### src/rtl/instruction_sequencer.sv
// -----------------------------------------------------------------------------
// instruction_sequencer
//
// Purpose:
//   Hardware instruction source for the cpu. It walks a synchronous-read
//   instruction memory from address 0 and issues one 16-bit word per cycle on
//   the cpu instruction input. It stops at HALT_WORD, or after MEM_DEPTH words
//   if no halt word is found (overflow). When no program word is issued, it
//   drives NOP_WORD.
//
// Optional feature (macro RESULT_CAPTURE_EN):
//   The cpu result for every issued instruction is captured one cycle after
//   issue into a RESULT_DEPTH-entry FIFO that a host drains. While the FIFO is
//   nearly full, issue stalls (STALL state). The held word is issued first when
//   space frees up. Without the macro the result port is tied to 0 and
//   cpu_output_in is ignored.
//
// Ports:
//   clock_in, reset_in        : clock, synchronous active-high reset
//   start_in                  : begin a run at address 0 (IDLE/DONE only)
//   mem_addr_out, mem_data_in : instruction memory (data one cycle after addr)
//   current_instruction_out   : word to cpu (NOP_WORD when not valid)
//   instruction_valid_out     : current word is a program word
//   cpu_output_in             : cpu result, sampled the cycle after issue
//   busy_out, done_out        : run in progress / run finished (held)
//   overflow_out              : run ended at MEM_DEPTH without a halt word
//   instruction_count_out     : program words issued this run
//   result_valid_out/_data_out/result_ready_in : result FIFO head handshake
// -----------------------------------------------------------------------------
module instruction_sequencer #(
  parameter int                     INSTR_WIDTH  = 16,
  parameter int                     ADDR_WIDTH   = 14,
  parameter int                     MEM_DEPTH    = 16384,
  parameter int                     DATA_WIDTH   = 8,
  parameter int                     RESULT_DEPTH = 8,
  parameter logic [INSTR_WIDTH-1:0] HALT_WORD    = 16'hFFFF,
  parameter logic [INSTR_WIDTH-1:0] NOP_WORD     = 16'h9000
) (
  input  logic                   clock_in,
  input  logic                   reset_in,
  input  logic                   start_in,
  output logic [ADDR_WIDTH-1:0]  mem_addr_out,
  input  logic [INSTR_WIDTH-1:0] mem_data_in,
  output logic [INSTR_WIDTH-1:0] current_instruction_out,
  output logic                   instruction_valid_out,
  input  logic [DATA_WIDTH-1:0]  cpu_output_in,
  output logic                   busy_out,
  output logic                   done_out,
  output logic                   overflow_out,
  output logic [ADDR_WIDTH:0]    instruction_count_out,
  output logic                   result_valid_out,
  output logic [DATA_WIDTH-1:0]  result_data_out,
  input  logic                   result_ready_in
);

  localparam logic [ADDR_WIDTH-1:0] ADDR_LAST = ADDR_WIDTH'(MEM_DEPTH - 1);
  localparam logic [ADDR_WIDTH:0]   CNT_LAST  = (ADDR_WIDTH + 1)'(MEM_DEPTH - 1);

  typedef enum logic [2:0] {
    S_IDLE,
    S_PRIME,
    S_RUN,
    S_STALL,
    S_DONE
  } state_t;

  state_t                 state_q, state_d;
  logic [ADDR_WIDTH-1:0]  addr_q, addr_d;
  logic [INSTR_WIDTH-1:0] instr_q, instr_d;
  logic                   valid_q, valid_d;
  logic [ADDR_WIDTH:0]    count_q, count_d;
  logic                   overflow_q, overflow_d;
  logic                   fifo_clear;
  logic                   issue_en;
  logic [INSTR_WIDTH-1:0] issue_word;

`ifdef RESULT_CAPTURE_EN
  localparam int                PTR_W       = $clog2(RESULT_DEPTH);
  localparam logic [PTR_W:0]    FIFO_FULL   = (PTR_W + 1)'(RESULT_DEPTH);
  localparam logic [PTR_W:0]    STALL_LEVEL = (PTR_W + 1)'(RESULT_DEPTH - 1);

  logic [INSTR_WIDTH-1:0] hold_q, hold_d;
  logic [DATA_WIDTH-1:0]  fifo_mem [RESULT_DEPTH];
  logic [PTR_W-1:0]       rd_ptr_q, wr_ptr_q;
  logic [PTR_W:0]         fifo_cnt_q, fifo_cnt_d;
  logic                   push_en, pop_en, stall_cond;

  // valid_q marks the instruction the cpu is executing this cycle, so its
  // result is on cpu_output_in right now and is captured on this edge.
  assign pop_en     = result_ready_in && (fifo_cnt_q != '0);
  assign push_en    = valid_q && ((fifo_cnt_q != FIFO_FULL) || pop_en);
  assign fifo_cnt_d = fifo_cnt_q + (PTR_W + 1)'(push_en) - (PTR_W + 1)'(pop_en);
  // Occupancy after this edge; one slot stays free for the word issued now.
  assign stall_cond = (fifo_cnt_d >= STALL_LEVEL);
`endif

  always_comb begin
    state_d    = state_q;
    addr_d     = addr_q;
    instr_d    = NOP_WORD;
    valid_d    = 1'b0;
    count_d    = count_q;
    overflow_d = overflow_q;
    fifo_clear = 1'b0;
    issue_en   = 1'b0;
    issue_word = mem_data_in;
`ifdef RESULT_CAPTURE_EN
    hold_d     = hold_q;
`endif
    unique case (state_q)
      S_IDLE, S_DONE: begin
        if (start_in) begin
          state_d    = S_PRIME;
          addr_d     = '0;
          count_d    = '0;
          overflow_d = 1'b0;
          fifo_clear = 1'b1;
        end
      end
      S_PRIME: begin
        // Address 0 is in flight; move the fetch pointer one word ahead.
        state_d = S_RUN;
        addr_d  = (ADDR_LAST != '0) ? ADDR_WIDTH'(1) : '0;
      end
      S_RUN: begin
        if (mem_data_in == HALT_WORD) begin
          state_d = S_DONE;
`ifdef RESULT_CAPTURE_EN
        end else if (stall_cond) begin
          hold_d  = mem_data_in;
          state_d = S_STALL;
`endif
        end else begin
          issue_en = 1'b1;
        end
      end
      S_STALL: begin
`ifdef RESULT_CAPTURE_EN
        // The address was frozen, so the memory is already returning the
        // word after the held one by the time the held word is issued.
        if (!stall_cond) begin
          issue_en   = 1'b1;
          issue_word = hold_q;
          state_d    = S_RUN;
        end
`else
        state_d = S_IDLE;
`endif
      end
      default: state_d = S_IDLE;
    endcase

    if (issue_en) begin
      instr_d = issue_word;
      valid_d = 1'b1;
      count_d = count_q + (ADDR_WIDTH + 1)'(1);
      // count_q equals the address of the word being issued.
      if (count_q == CNT_LAST) begin
        state_d    = S_DONE;
        overflow_d = 1'b1;
      end else if (addr_q != ADDR_LAST) begin
        addr_d = addr_q + ADDR_WIDTH'(1);
      end
    end
  end

  always_ff @(posedge clock_in) begin
    if (reset_in) begin
      state_q    <= S_IDLE;
      addr_q     <= '0;
      instr_q    <= NOP_WORD;
      valid_q    <= 1'b0;
      count_q    <= '0;
      overflow_q <= 1'b0;
    end else begin
      state_q    <= state_d;
      addr_q     <= addr_d;
      instr_q    <= instr_d;
      valid_q    <= valid_d;
      count_q    <= count_d;
      overflow_q <= overflow_d;
    end
  end

`ifdef RESULT_CAPTURE_EN
  always_ff @(posedge clock_in) begin
    if (reset_in || fifo_clear) begin
      rd_ptr_q   <= '0;
      wr_ptr_q   <= '0;
      fifo_cnt_q <= '0;
      hold_q     <= NOP_WORD;
    end else begin
      if (push_en) wr_ptr_q <= wr_ptr_q + PTR_W'(1);
      if (pop_en)  rd_ptr_q <= rd_ptr_q + PTR_W'(1);
      fifo_cnt_q <= fifo_cnt_d;
      hold_q     <= hold_d;
    end
  end

  always_ff @(posedge clock_in) begin
    if (push_en) fifo_mem[wr_ptr_q] <= cpu_output_in;
  end

  assign result_valid_out = (fifo_cnt_q != '0);
  assign result_data_out  = fifo_mem[rd_ptr_q];
`else
  logic unused_inputs;
  assign unused_inputs    = ^{cpu_output_in, result_ready_in, fifo_clear};
  assign result_valid_out = 1'b0;
  assign result_data_out  = '0;
`endif

  assign mem_addr_out            = addr_q;
  assign current_instruction_out = instr_q;
  assign instruction_valid_out   = valid_q;
  assign instruction_count_out   = count_q;
  assign overflow_out            = overflow_q;
  assign busy_out                = (state_q == S_PRIME) || (state_q == S_RUN) ||
                                   (state_q == S_STALL);
  assign done_out                = (state_q == S_DONE);

endmodule

### config.mk
export PLATFORM = sky130hd
export DESIGN_NAME = instruction_sequencer
export DESIGN_NICKNAME = d
export VERILOG_FILES = /design/src/rtl/instruction_sequencer.sv
export SDC_FILE = /design/constraint.sdc
export NUM_CORES = 1
export LEC_CHECK = 0
export BUFFER_PORTS_ARGS = -buffer_cell sky130_fd_sc_hd__buf_4
export CAP_MARGIN = 20
export CORE_MARGIN = 2
export CORE_UTILIZATION = 51
export CTS_BUF_LIST = sky130_fd_sc_hd__clkbuf_4 sky130_fd_sc_hd__clkbuf_8
export CTS_CLUSTER_DIAMETER = 100
export CTS_CLUSTER_SIZE = 14
export DETAILED_ROUTE_END_ITERATION = 10
export PLACE_DENSITY = 0.92
export RECOVER_POWER = 100
export SYNTH_ARGS = -nofsm -noshare
export SYNTH_HDL_FRONTEND = slang
export SYNTH_SLANG_ARGS = --single-unit
### constraint.sdc
create_clock -name clock_in -period 2.3 [get_ports clock_in]
set_input_delay 0.115 -clock clock_in [delete_from_list [all_inputs] [get_ports clock_in]]
set_output_delay 0.115 -clock clock_in [all_outputs]
set_load 0.02 [all_outputs]
; ---- Yosys cells after proc, flatten, opt, wreduce, memory -nomap -nowiden
; Cells that the tools add are included.
[op_classes]
mux = 20
addsub = 2
bitwise = 1
n_eq_ne = 7
reduce_logical = 8
[ops]
columns = operator, count
row1 = 14-bit 2-to-1 mux, 4
row2 = 15-bit 2-to-1 mux, 3
row3 = 14-bit one-hot mux with 2 select lines, 1
row4 = "16-bit equality test, second input constant", 1
row5 = "15-bit by 1-bit adder with 15-bit output, second input constant", 1
row6 = "15-bit by 14-bit equality test with 1-bit output, second input constant", 1
row7 = "14-bit by 1-bit adder with 14-bit output, second input constant", 1
row8 = "14-bit inequality test, second input constant", 1
row9 = 3-bit 2-to-1 mux, 4
row10 = 3-bit one-hot mux with 3 select lines, 1
row11 = 1-bit 2-to-1 mux, 7
row12 = "3-bit by 2-bit equality test with 1-bit output, second input constant", 2
row13 = 2-bit nonzero test, 2
row14 = 2-bit OR reduction, 2
row15 = "3-bit by 1-bit equality test with 1-bit output, second input constant", 1
row16 = "3-bit equality test, second input constant", 1
row17 = 3-bit zero test, 1
row18 = 1-bit logical OR, 2
row19 = 2-bit AND reduction, 1
row20 = 1-bit NOT, 1
[totals]
input_bits = 28
elab_cells = 44
ff_bits = 50
output_inout_bits = 58

; ---- Logic depth before layout (Yosys ltp)
; Gate-level depths: netlist of run 1.
[logic_depth]
ltp_word = 6
mapped_depth = 8
depth_no_buf = 6

; ---- Least setup slack after synthesis of run 1
; Ideal clock, no wire load.
[synth_path]
path_kind = register to register
startpoint = reg count_q[0] (netlist: instruction_count_out[0])
endpoint = reg addr_q[13] (netlist: mem_addr_out[13])
setup_ps = 122
path_buffers = 1
period_less_slack_ps = 2065
t_required_ps = 2178
t_arrival_ps = 1944
stages_incl_launch_ff = 8
slack_ps = 235
path_cell_list = dfxtp_1 ha_1 nand3_2 nor4_4 a31o_2 buf_4 nor2_4 a221o_1
[synth_via]
elab_chain_cells = 3
[synth_rtl]
columns = item, line
row1 = from (decl), 71  ; logic [ADDR_WIDTH:0] count_q, count_d;
row2 = from (signal assigned), 180  ; count_q <= count_d;
row3 = 15-bit by 14-bit equality test with 1-bit output, 158  ; if (count_q == CNT_LAST) begin
row4 = 14-bit 2-to-1 mux, 158
row5 = 14-bit 2-to-1 mux, 153  ; if (issue_en) begin
row6 = to (signal assigned), 177  ; addr_q <= addr_d;
row7 = to (decl), 68  ; logic [ADDR_WIDTH-1:0] addr_q, addr_d;
; No other way between the ends.
; A chain may end at the register's enable or synchronous reset.

; ---- Worst setup path in the final report of run 1
[layout_path]
startpoint = reg count_q[1] (netlist: instruction_count_out[1])
endpoint = reg addr_q[8] (netlist: mem_addr_out[8])
; The elaborated chain is that of the path after synthesis.

==> results of run 1 <==
[metal layers]
metal | part of all wire (%) | vias to the layer above
met5 | 0 | -
met1 | 41 | 1091
met3 | 6.7 | 9
met4 | 1.7 | 0
met2 | 50 | 83
li1 | - | 1104
[through the flow]
| step | hold WS (ns) | area, µm² | utilization (%) | std cells | setup WS, ns |
|---|---|---|---|---|---|
| 6_report | 0.00969 | 2900 | 65.3 | 394 | 0.204 |
| 5_1_grt | 0.00296 | 2900 | 65.3 | 394 | 0.0601 |
| 4_1_cts | 0.00174 | 3080 | 69.3 | 393 | 0.220 |
| 3_5_place_dp | 0.314 | 2920 | 65.8 | 381 | 0.227 |
| 3_3_place_gp | 0.310 | 2920 | 65.8 | 381 | 0.286 |
| 2_1_floorplan | 0.216 | 2430 | - | 274 | 0.235 |
[state kept, by name, indices dropped and copies added, names as in the netlist]
register / count
mem_addr_out: 14
state_q: 3
instruction_valid_out: 1
overflow_out: 1
instruction_count_out: 15
current_instruction_out: 16
[layout make-up]
class                   count  area share [%]
clock inverters             3            1.64
repair buffers             80            14.8
inverters                   5           0.690
flip-flops and latches     50            34.5
multi-input cells         199            43.8
well taps                  52            2.24
clock buffers               5            2.37
[worst max-delay path, cell delays in order (launching register included)]
cell and delay, ns:
dfxtp_1 0.42, ha_1 0.25, nand3_2 0.16, nor4_4 0.39, clkbuf_1 0.20, a31oi_4 0.09
nand4_1 0.15, mux2_2 0.34
[final timing paths]
kind / from / depth (start not counted) / end
setup / recovery: instruction_count_out[1] / 7 / mem_addr_out[8]
hold reg to reg: overflow_out / 2 / overflow_out
setup reg to reg: instruction_count_out[1] / 7 / mem_addr_out[8]
hold / removal: mem_data_in[1] / 2 / current_instruction_out[1]
[cell usage after synthesis, drive strengths merged, types with 3 or more instances]
library cell	number
dfxtp	50
nor2	21
and2	18
buf	18
a21oi	16
nor3	16
nand2	14
o21ai	12
nand3	11
nand4	9
a221o	7
nor4	7
a31oi	5
nand2b	5
or3	5
and3	4
inv	4
xnor2	4
a211oi	3
a311oi	3
nand3b	3
or2	3
[cells by family (layout without fill, tap and decap cells)]
family	count (synthesis)	count (layout)	share of synthesized area, %
and+or+nand+nor	125	125	31.4
AOI/OAI and AO/OA	58	58	17.3
DFF	50	50	41.7
buffers and inverters	25	93	6.41
xor gates and xnor gates	4	4	1.46
adders and majority gates	2	2	1.04
other	1	9	0.156
muxes	1	1	0.469
[what timing repair did]
| action | in CTS | in global routing |
|---|---|---|
| setup endpoints to repair | 0 | 0 |
| hold buffers | 4 | 1 |
| hold endpoints to repair | 4 | 1 |
[where the power goes]
group / total [mW] / switching [mW] / internal [mW]
combinational: 0.168 / 0.108 / 0.0597
clock: 0.647 / 0.315 / 0.332
sequential: 0.887 / 0.00881 / 0.878
==> impl_metrics.toml, run 1 <==
[cells_and_area]
drive_gt1_share_pct = 15.2
antenna_cells = 0
nets = 371
layout_common_cells = "50 x dfxtp_1, 49 x clkbuf_1, 25 x buf_4, 19 x nor2_1, 16 x nor3_1"
syn_to_final_growth_pct = 20.9
multi_input_area_um2 = 1270
final_common_cell = "dfxtp_1"
ff_latch_area_um2 = 1000
fill_cells = 442

[detailed_routing]
drc = 0
drtIter0Drc = 189
finalWirelength_um = 5920
viasPerCell = 5.80
dr_total_vias = 2287
ant_nets = 0
wl_per_cell_um = 15.0
dr.pass1.iters = 4

[sta]
setup_violations = 0
min_period_ns = 2.10
finalCritPeriodShare_pct = 91.1
fmax_mhz = 477
grt_setup_unrepaired = "no"
fin_skew_ns = 0.0109
finalSetupTns_ns = 0
hold_violations = 0
slew_viol_final = 0

[grt]
antenna_found_initial = 0
gr-usage-met2_pct = 40.9
grt_start_max_net_pins = 25
grt_pass1_vias = 2067
grt_use_met3_pct = 4.28
globalRoute.busiestLayer = "met2"
grt-ovfl-total = 0
grt_pass1_wl_um = 9600
grt_use_met1_pct = 27.6
grt_usage_pct = 23.2

[critical_path]
crit_fanout = 9
worstSetupEndpointType = "flop"
cp_data_required_time_ns = 2.51
critical_path_class = "reg -> reg"
crit_arrival_ns = 2.31
critPathLaunchType = "flop"
r2r_slack_ns = 0.20

[synthesis]
synth_seq_cells = 50
synthCells = 266
yosys_warnings = 0
synthTopCellsByArea = "dfxtp_1 42%, and2_1 4.7%, nor3_1 3.3%"
synthFlopType = "dfxtp_1"
syn_area_per_cell_um2 = 9.02
yosysTopAreaCellShare_pct = 41.7
synth_cell_types = 56
yosysSeqAreaShare_pct = 41.7
async_flop_share_pct = 0
syn_area_um2 = 2400
yosys.area.top_type = "dfxtp_1"
synth_enable_flop_cells = 0

[pwr]
cellPowerDensity_nw_per_um2 = 586
total_power_mw = 1.70
max-vdd-ir-drop_mv = 0.505
leakage_nw = 1.06

[clocking]
clkTransAtPathRegs_ns = 0.10
insertion_delay_ns = 0.32
root_buffer = "clkbuf_8"
cts_tree = "yes"
cts_setup_buffers = 0
clockBufferDepth = 2
ctsResizeCount = 0
htreeDepth = 2
cts_sinks = 50
cts_buffers = 5

[die]
die_w_um = 72.6
core_um2 = 4440
pin_count = 86
die_area_um2 = 5270
rows = 24
initial_core_util_pct = 54.0
dieHeight_um = 72.6

[placement]
dp_hpwl_um = 4170
port-buffer-count = 67
finalWeightedCongestion = 0.832

[job]
maxCapViolCount = 0

[run_status]
status = "complete, no violations"

[worst_hold_path]
hold_class = "in -> reg"
(Power assumes the default switching activity.)
==> inputs of run 2 (changes only) <==
- CORE_UTILIZATION: 51 -> 46
- PLACE_DENSITY: 0.92 -> 0.88
- clock period: 2.3 -> 1.8 ns (I/O delays scaled with it)
==> impl_metrics.toml, run 2 (same netlist as run 1, synthesis figures left out) <==
[cells_and_area]
antenna_cells = 0
nets = 415
final_common_cell = "buf_4"
drive_gt1_share_pct = 31.6
largest_reg_flops = 16
multi_input_area_um2 = 1340
layout_common_cells = "82 x buf_4, 46 x dfxtp_1, 29 x clkbuf_1, 18 x nor2_1, 18 x and2_1"
ff_latch_area_um2 = 1010
fill_cells = 434
syn_to_final_growth_pct = 44.1

[critical_path]
worstSetupEndpointType = "flop"
critical_path_class = "reg -> reg"
critPathLaunchType = "flop"
crit_fanout = 6
cp_data_required_time_ns = 2.00
crit_arrival_ns = 2.01

[placement]
finalWeightedCongestion = 0.854
dp_slack_ns = -0.156
port-buffer-count = 67
dp_hpwl_um = 4660

[grt]
grt_pass1_vias = 2458
grt-ovfl-total = 0
grt_start_max_net_pins = 25
grt_pass1_wl_um = 11200
grt_usage_pct = 23.4
antenna_found_initial = 0

[detailed_routing]
finalWirelength_um = 6880
dr.pass1.iters = 4
drc = 0
wl_per_cell_um = 15.1
viasPerCell = 5.36
drtIter0Drc = 103
dr_total_vias = 2446
ant_nets = 0

[sta]
finalCritPeriodShare_pct = 101
hold_violations = 0
setup_ws_ns = -0.0148
grt_setup_unrepaired = "yes"
slew_viol_final = 0
fin_skew_ns = 0.00901
fmax_mhz = 551
setup_violations = 2
min_period_ns = 1.81

[die]
die_w_um = 76.2
rows = 26
core_um2 = 5070
pin_count = 86
initial_core_util_pct = 47.3
dieHeight_um = 76.2
die_area_um2 = 5810

[clocking]
root_buffer = "clkbuf_8"
clockBufferDepth = 2
cts_buffers = 5
htreeDepth = 2
cts_sinks = 50
insertion_delay_ns = 0.31
clkTransAtPathRegs_ns = 0.10
cts_tree = "yes"

[pwr]
total_power_mw = 2.34
leakage_nw = 1.40
max-vdd-ir-drop_mv = 0.577
cellPowerDensity_nw_per_um2 = 677

[worst_hold_path]
hold_class = "in -> reg"

[run_status]
failed_checks = "setup timing"
status = "finished, violations left"

[job]
maxCapViolCount = 0
run 2: critical path: stages, from the launching register on:
cell	delay, ns
dfxtp_4	0.37
ha_4	0.15
nand3_4	0.09
nor4_4	0.28
buf_4	0.18
a31oi_4	0.04
buf_6	0.16
and4_1	0.18
a221o_1	0.25
run 2: report_power, final:
part / internal, mW / switching, mW / total [mW]
Clock: 0.557 / 0.387 / 0.944
Combinational: 0.114 / 0.152 / 0.266
Sequential: 1.12 / 0.00745 / 1.13
run 2: final timing paths:
kind,startpoint,to,slack (ns),cells after the start
worst max register to register,instruction_count_out[0],mem_addr_out[13],-0.01,8
worst max-delay path,instruction_count_out[0],mem_addr_out[13],-0.01,8
worst min register to register,overflow_out,overflow_out,0.48,2
worst min-delay path,mem_data_in[3],current_instruction_out[3],0.004,2
run 2: routing by layer:
metal	global-route usage (%)	part of all wire (%)	routed length, µm
met1	26.6	41	2810
met2	43.0	52	3560
met3	5.45	5.4	371
met4	7.64	2.0	138
met5	0	0	0
run 2: layout make-up:
cell class | instances | share of cell area [%]
repair buffers | 124 | 25.0
multi-input cells | 199 | 38.7
inverters | 5 | 0.579
clock inverters | 3 | 1.99
clock buffers | 5 | 1.99
flip-flops and latches | 50 | 29.2
well taps | 70 | 2.53
run 2: repair_timing:
item | in CTS | in global routing
resized for setup | 2 | 10
setup buffers | 0 | 3
endpoints found under the hold margin | 11 | 0
hold buffers | 11 | 0
pin swaps | 0 | 2
setup endpoints to repair | 9 | 16
run 2: per-stage QoR:
step	utilization (%)	instances	TNS (ns)	hold WS (ns)	instance area [µm²]
after CTS	69.2	453	0	0.00438	3510
after global routing	68.1	456	-0.181	0.00129	3460
after detailed placement	64.0	434	-0.629	0.302	3250
after global placement	64.0	434	-0.0871	0.293	3250
after floorplan	-	274	0	0.191	2460
final	68.1	456	-0.0272	0.00446	3460
